## src/rtl/mc_pkg.sv

```systemverilog
// Shared encodings for the pj1 multi-cycle control FSM: states, opcodes,
// function codes, extender/ALU modes and datapath select codes.
package mc_pkg;

  typedef enum logic [2:0] {
    S_FETCH  = 3'd0,
    S_DECODE = 3'd1,
    S_EXE    = 3'd2,
    S_MEM    = 3'd3,
    S_WB     = 3'd4
  } state_t;

  localparam logic [5:0] OP_RTYPE = 6'h00;
  localparam logic [5:0] OP_J     = 6'h02;
  localparam logic [5:0] OP_JAL   = 6'h03;
  localparam logic [5:0] OP_BEQ   = 6'h04;
  localparam logic [5:0] OP_ORI   = 6'h0D;
  localparam logic [5:0] OP_LUI   = 6'h0F;
  localparam logic [5:0] OP_LW    = 6'h23;
  localparam logic [5:0] OP_SW    = 6'h2B;

  localparam logic [5:0] FN_JR    = 6'h08;
  localparam logic [5:0] FN_ADDU  = 6'h21;
  localparam logic [5:0] FN_SUBU  = 6'h23;

  localparam logic [1:0] EXT_SIGN = 2'b00;
  localparam logic [1:0] EXT_ZERO = 2'b01;
  localparam logic [1:0] EXT_LUI  = 2'b10;
  localparam logic [1:0] EXT_SHL2 = 2'b11;

  localparam logic [2:0] ALU_ADD   = 3'b000;
  localparam logic [2:0] ALU_SUB   = 3'b001;
  localparam logic [2:0] ALU_OR    = 3'b010;
  localparam logic [2:0] ALU_PASSB = 3'b011;

  localparam logic [1:0] NPC_PC4  = 2'b00;
  localparam logic [1:0] NPC_BR   = 2'b01;
  localparam logic [1:0] NPC_JUMP = 2'b10;
  localparam logic [1:0] NPC_REG  = 2'b11;

  localparam logic [1:0] WA_RD = 2'b00;
  localparam logic [1:0] WA_RT = 2'b01;
  localparam logic [1:0] WA_RA = 2'b10;

  localparam logic [1:0] WD_ALU = 2'b00;
  localparam logic [1:0] WD_MEM = 2'b01;
  localparam logic [1:0] WD_PC  = 2'b10;

  // Exactly one bit is set for any opcode/funct pair.
  typedef struct packed {
    logic rtype_add;
    logic rtype_sub;
    logic jr;
    logic ori;
    logic lui;
    logic lw;
    logic sw;
    logic beq;
    logic j;
    logic jal;
    logic illegal;
  } iclass_t;

endpackage

```

## src/rtl/mc_decode.sv

```systemverilog
// Combinational instruction classifier: maps opcode/funct to a one-hot
// instruction class, flagging anything unsupported as illegal.
module mc_decode
  import mc_pkg::*;
(
  input  logic [5:0] opcode,
  input  logic [5:0] funct,
  output iclass_t    cls
);

  always_comb begin
    cls = '0;
    case (opcode)
      OP_RTYPE: begin
        case (funct)
          FN_ADDU: cls.rtype_add = 1'b1;
          FN_SUBU: cls.rtype_sub = 1'b1;
          FN_JR:   cls.jr        = 1'b1;
          default: cls.illegal   = 1'b1;
        endcase
      end
      OP_ORI:  cls.ori     = 1'b1;
      OP_LUI:  cls.lui     = 1'b1;
      OP_LW:   cls.lw      = 1'b1;
      OP_SW:   cls.sw      = 1'b1;
      OP_BEQ:  cls.beq     = 1'b1;
      OP_J:    cls.j       = 1'b1;
      OP_JAL:  cls.jal     = 1'b1;
      default: cls.illegal = 1'b1;
    endcase
  end

endmodule

```

## src/rtl/mc_ctrl.sv

```systemverilog
// Multi-cycle MIPS control FSM for the pj1 datapath, with a memory-ready stall
// and a retired-instruction counter.
module mc_ctrl
  import mc_pkg::*;
#(
  parameter int RA_IDX = 31,
  parameter int CNT_W  = 32
) (
  input  logic             clk,
  input  logic             reset,
  input  logic [5:0]       opcode,
  input  logic [5:0]       funct,
  input  logic             zero,
  input  logic             mem_ready,
  output logic             ir_we,
  output logic             pc_we,
  output logic [1:0]       npc_sel,
  output logic             reg_we,
  output logic [1:0]       wa_sel,
  output logic [1:0]       wd_sel,
  output logic             mem_re,
  output logic             mem_we,
  output logic [1:0]       EOp,
  output logic [2:0]       alu_op,
  output logic             b_sel,
  output logic             tgt_we,
  output logic             illegal,
  output logic [2:0]       state,
  output logic [CNT_W-1:0] instret
);

  // The datapath decodes wa_sel=10 into this register index.
  if (RA_IDX < 0 || RA_IDX > 31) begin : g_bad_ra_idx
    $error("mc_ctrl: RA_IDX must be a GPR index 0..31");
  end

  iclass_t cls;
  state_t  state_q;
  state_t  nxt;
  logic    retire;

  mc_decode u_decode (
    .opcode (opcode),
    .funct  (funct),
    .cls    (cls)
  );

  always_comb begin
    ir_we   = 1'b0;
    pc_we   = 1'b0;
    npc_sel = NPC_PC4;
    reg_we  = 1'b0;
    wa_sel  = WA_RD;
    wd_sel  = WD_ALU;
    mem_re  = 1'b0;
    mem_we  = 1'b0;
    EOp     = EXT_SIGN;
    alu_op  = ALU_ADD;
    b_sel   = 1'b0;
    tgt_we  = 1'b0;
    illegal = 1'b0;
    retire  = 1'b0;
    nxt     = state_q;
    case (state_q)
      S_FETCH: begin
        mem_re = 1'b1;
        if (mem_ready) begin
          ir_we   = 1'b1;
          pc_we   = 1'b1;
          npc_sel = NPC_PC4;
          nxt     = S_DECODE;
        end
      end
      S_DECODE: begin
        // Branch target PC+(imm<<2) is computed speculatively for every instruction.
        EOp    = EXT_SHL2;
        alu_op = ALU_ADD;
        tgt_we = 1'b1;
        nxt    = S_FETCH;
        if (cls.j) begin
          pc_we   = 1'b1;
          npc_sel = NPC_JUMP;
          retire  = 1'b1;
        end else if (cls.jal) begin
          pc_we   = 1'b1;
          npc_sel = NPC_JUMP;
          reg_we  = 1'b1;
          wa_sel  = WA_RA;
          wd_sel  = WD_PC;
          retire  = 1'b1;
        end else if (cls.jr) begin
          pc_we   = 1'b1;
          npc_sel = NPC_REG;
          retire  = 1'b1;
        end else if (cls.illegal) begin
          illegal = 1'b1;
        end else begin
          nxt = S_EXE;
        end
      end
      S_EXE: begin
        nxt = S_FETCH;
        if (cls.rtype_add || cls.rtype_sub) begin
          b_sel  = 1'b0;
          alu_op = cls.rtype_sub ? ALU_SUB : ALU_ADD;
          nxt    = S_WB;
        end else if (cls.ori) begin
          EOp    = EXT_ZERO;
          b_sel  = 1'b1;
          alu_op = ALU_OR;
          nxt    = S_WB;
        end else if (cls.lui) begin
          EOp    = EXT_LUI;
          b_sel  = 1'b1;
          alu_op = ALU_PASSB;
          nxt    = S_WB;
        end else if (cls.lw || cls.sw) begin
          EOp    = EXT_SIGN;
          b_sel  = 1'b1;
          alu_op = ALU_ADD;
          nxt    = S_MEM;
        end else if (cls.beq) begin
          alu_op  = ALU_SUB;
          pc_we   = zero;
          npc_sel = NPC_BR;
          retire  = 1'b1;
        end
      end
      S_MEM: begin
        mem_re = cls.lw;
        mem_we = cls.sw;
        if (!(cls.lw || cls.sw)) begin
          nxt = S_FETCH;
        end else if (mem_ready) begin
          if (cls.sw) begin
            retire = 1'b1;
            nxt    = S_FETCH;
          end else begin
            nxt = S_WB;
          end
        end
      end
      S_WB: begin
        reg_we = 1'b1;
        wa_sel = (cls.rtype_add || cls.rtype_sub) ? WA_RD : WA_RT;
        wd_sel = cls.lw ? WD_MEM : WD_ALU;
        retire = 1'b1;
        nxt    = S_FETCH;
      end
      default: nxt = S_FETCH;
    endcase
  end

  always_ff @(posedge clk or negedge reset) begin
    if (!reset) begin
      state_q <= S_FETCH;
      instret <= '0;
    end else begin
      state_q <= nxt;
      if (retire) begin
        instret <= instret + 1'b1;
      end
    end
  end

  assign state = state_q;

endmodule

```

## config.mk

```make
export PLATFORM = sky130hd
export DESIGN_NAME = mc_ctrl
export DESIGN_NICKNAME = d
export VERILOG_FILES = /design/src/rtl/mc_pkg.sv /design/src/rtl/mc_decode.sv /design/src/rtl/mc_ctrl.sv
export SDC_FILE = /design/constraint.sdc
export NUM_CORES = 1
export LEC_CHECK = 0
export CORE_MARGIN = 4
export CORE_UTILIZATION = 30
export CTS_BUF_LIST = sky130_fd_sc_hd__clkbuf_4 sky130_fd_sc_hd__clkbuf_8 sky130_fd_sc_hd__clkbuf_16
export DETAILED_ROUTE_END_ITERATION = 16
export SYNTH_ARGS = -nofsm -noshare
export SYNTH_HDL_FRONTEND = slang
export SYNTH_HIERARCHICAL = 1
export SYNTH_SLANG_ARGS = --single-unit
```

## constraint.sdc

```tcl
create_clock -name clk -period 4.1 [get_ports clk]
set_input_delay 0.82 -clock clk [delete_from_list [all_inputs] [get_ports clk]]
set_output_delay 0.82 -clock clk [all_outputs]
set_load 0.02 [all_outputs]
```

======== Yosys cells after proc, flatten, opt, wreduce, memory -nomap -nowiden ========
Index checks and enable logic that the tools add are counted.
cells by class
  equal/unequal tests ..................... 16
  multiplexer cells ....................... 88
  $add $sub $neg .......................... 1
  reductions and logical operators ........ 7
operators by type and width
  operator                 count
  $mux W1                  53
  $mux W2                  17
  $add A32 B1 Y32 const B  1
  $eq A6 B6 Y1 const B     4
  $mux W3                  8
  $eq A6 B4 Y1 const B     3
  $pmux W2 S2              4
  $eq A6 B2 Y1 const B     2
  $pmux W3 S4              1
  $reduce_or A7 Y1         1
  $eq A3 B2 Y1 const B     2
  $eq A6 B3 Y1 const B     1
  $logic_not A6 Y1         1
  $pmux W1 S2              3
  $pmux W1 S4              1
  $eq A3 B1 Y1 const B     1
  $eq A3 B3 Y1 const B     1
  $logic_not A3 Y1         1
  $ne A3 B3 Y1 const B     1
  $pmux W1 S3              1
  $reduce_or A3 Y1         1
  $logic_or A1 B1 Y1       2
  $ne A2 B2 Y1 const B     1
  $reduce_and A2 Y1        1
storage, ports and cells
  input bits .............................. 16
  register bits after elaboration ......... 35

======== Longest topological paths before layout ========
  depth after elaboration ................. 9
  depth in mapped cells ................... 9

======== Cells and area by module ========
The synthesis kept the hierarchy.
by module, submodules not included
  module     area each (sq um)  times used  seq. area each (sq um)  cells each
  mc_ctrl    1960.6             1           875.8                   195
  mc_decode  196.4              1           0.0                     31

======== Worst setup path after synthesis ========
OpenSTA, ideal clock, no wires.
  path kind ............................... input port to output port
  from .................................... in opcode[4]
  to ...................................... out pc_we
  stages on the path ...................... 7
  data arrival time ....................... 2712 ps
  slack ................................... 568 ps
  cell sequence ........................... or4_4 -> or3_4 -> nor3_1 -> nor4_4 -> nand3_2 -> nor2_1 -> or3_1
RTL lines
  element             line           source
  start: declaration  mc_ctrl.sv:11  input logic [5:0] opcode,
  end: declaration    mc_ctrl.sv:16  output logic pc_we,

==> flow_metrics.tcl <==
set metrics [dict create \
    fin_setup_tns_ps 0 \
    cts_buffer_depth 2 \
    syn_to_final_growth_pct 47.9 \
    hold_buffers 0 \
    num_rows 30 \
    synth_async_sr_flop_share_pct 100 \
    wl_um 6020 \
    peakVddDrop_v 0.000163 \
    p_int_mw 0.543 \
    layout_common_cells "clkdlybuf4s50_1 (58), dfrtp_1 (35), xnor2_1 (28)" \
    crit_required_ps 3280 \
    grt_pass1_wl_um 10400 \
    synth_area_mm2 0.00216 \
    hold_viol 0 \
    power.density_mw_per_mm2 233 \
    grt_pass1_vias 2061 \
    multi_input_area_mm2 0.00121 \
    power.share.combinational_pct 16.1 \
    synth_ff_type "dfrtp_1" \
    antenna_found_initial 0 \
    diodes 0 \
    initial_core_util_pct 31.2 \
    nets 335 \
    crit_path_end_kind "output port" \
    dpl.hpwl_um 4550 \
    path_max_fanout 3 \
    vias_per_cell 4.94 \
    timing.fmax_mhz 249 \
    cellLeakagePower_nw 1.33 \
    synth_seq_cells 35 \
    drive_above_1_share_pct 17.0 \
    status "complete, no violations" \
    yosysSeqAreaShare_pct 40.6 \
    first_iter_violations 72 \
    maxSlewHeadroom_pct 54.5 \
    layout.cells.most_common "clkdlybuf4s50_1" \
    critPathKind "in -> out" \
    drt-met1-wl_um 2860 \
    regArea_um2 876 \
    ctsHtreeMaxLevel 2 \
    yosysWarnings 6 \
    grt_setup_unrepaired "false" \
    syn_inst 226 \
    syn_area_per_cell_um2 9.54 \
    clkLatencyLatePin_ps 290 \
    p_seq_share_pct 49.7 \
    cts_root_buffer "clkbuf_8" \
    die-width_um 92.8 \
    cts_buffers 5 \
    drt_pass1_iterations 4 \
    slew_violations 0 \
    met2_length_um 2830 \
    synth_edf_count 0 \
    tightest_slew_ps 680 \
    cts_tree "done" \
    io_pins 70 \
    place_congestion 0.841 \
    design.die.area_mm2 0.00861 \
    syn-num-nets 243 \
    clkPwrFrac_pct 34.2 \
    io_buffers 68 \
    fill_cells 694 \
    dieHeight_um 92.8 \
    grt_max_degree 36 \
    grt_use_total_pct 14.7 \
    dr_wl_met3_um 298 \
    via_count 2044 \
    swShare_pct 26.9 \
    skew_ps 3.84 \
    power.net_switching_mw 0.200 \
    post_drt_wl_per_cell_um 14.6 \
    ant_nets 0 \
    postLayoutCoreUtil_pct 46.2 \
    period_needed_ps 4010 \
    clk_pin_slew_ps 70 \
    drcViolationCount 0 \
    synth_cell_types 48 \
    setup_viol 0 \
    drv_cap 0 \
    core_mm2 0.00691 \
    cts_sinks 35 \
    hold_path_class "reg -> reg" \
    startpoint_type "input port" \
    highest_layer "met4" \
    cp.arrival_ps 3190 \
    period_share_pct 97.9 \
    grt_overflow 0 \
]
logic make-up (layout without fill, tap and decap cells):
family,after synthesis,count (layout),synth area share (%)
AOI/OAI and AO/OA,17,17,6.32
and+or+nand+nor,125,125,35.0
adders and majority gates,1,1,0.580
DFF,35,35,40.6
xor gates and xnor gates,31,31,12.6
muxes,1,1,0.696
buffers and inverters,15,107,4.06
other,1,1,0.174
path summary, 6_finish.rpt:
check | slack, ps | to | cells after the start | startpoint
max reg2reg | 1970 | instret[30] | 5 | instret[7]
max in group asynchronous | 2850 | instret[1] | 2 | reset
min | 470 | instret[31] | 1 | instret[31]
min reg2reg | 470 | instret[31] | 1 | instret[31]
min in group asynchronous | 940 | instret[13] | 2 | reset
max | 90 | reg_we | 9 | opcode[4]
critical path: stages:
cell             delay (ps)
clkdlybuf4s50_1         420
or4_4                   540
buf_4                   150
nor3b_2                 220
buf_4                   160
nor3b_1                  40
buf_4                   140
a21o_1                  140
clkdlybuf4s50_1         550
what timing repair did:
action                     4_1_cts  5_1_grt
setup endpoints to repair       11        4
gates resized for setup         12        5
setup buffers                    0        0
synth_stat cells, drive strengths merged, types with 2 or more instances:
cell type / count / share of area, %
nor2: 20 / 3.5
o31ai: 2 / 0.93
or4b: 2 / 0.93
and2: 2 / 0.58
or4: 2 / 0.87
and4: 2 / 0.81
nand2: 20 / 3.5
dfrtp: 35 / 41
buf: 8 / 2.8
xnor2: 28 / 11
nor3: 11 / 2.6
o21ai: 4 / 0.93
nand3: 8 / 2.1
and3: 10 / 2.9
or3: 3 / 1.1
o221ai: 2 / 0.81
nand4: 23 / 7.0
inv: 6 / 1.0
xor2: 3 / 1.2
nand4b: 4 / 1.6
nor2b: 2 / 0.58
nor3b: 8 / 3.5
nor4: 5 / 2.4
a21oi: 3 / 0.70
per-stage QoR:
step                setup WS, ps  cells  instance area, um^2  total power [mW]  hold slack (ps)
finish                      87.4    414                 3190             0.743              470
global route                11.0    414                 3190             0.781              508
CTS                         16.5    414                 3180             0.751              476
detailed placement          -296    407                 3100             0.498              462
global placement            -176    407                 3100             0.497              462
floorplan                    568    226                 2160             0.426              524
cell type report:
class	count	share of cell area [%]
clock buffer	6	2.59
clock inverter	1	0.157
inverter	6	0.706
multi-input combinational	176	38.0
sequential	35	27.5
tap	96	3.77
timing repair buffer	94	27.3
registers in the layout (all words and copies together), names as in the netlist:
| signal | cells |
|---|---|
| instret | 32 |
| state | 3 |
per-layer routing:
metal  global-route usage, %  vias up
met5                       0        -
met4                    3.79        0
met3                    3.25        5
met2                    23.6       50
met1                    20.1      984
li1                        -     1005
power by group through the flow:
stage	sequential [mW]	combinational (mW)	clock, mW
finish	0.369	0.120	0.254
global route	0.372	0.134	0.276
CTS	0.369	0.121	0.261
detailed placement	0.376	0.123	0
global placement	0.375	0.122	0
floorplan	0.381	0.0454	0
Power figures use the tool's default switching activity.
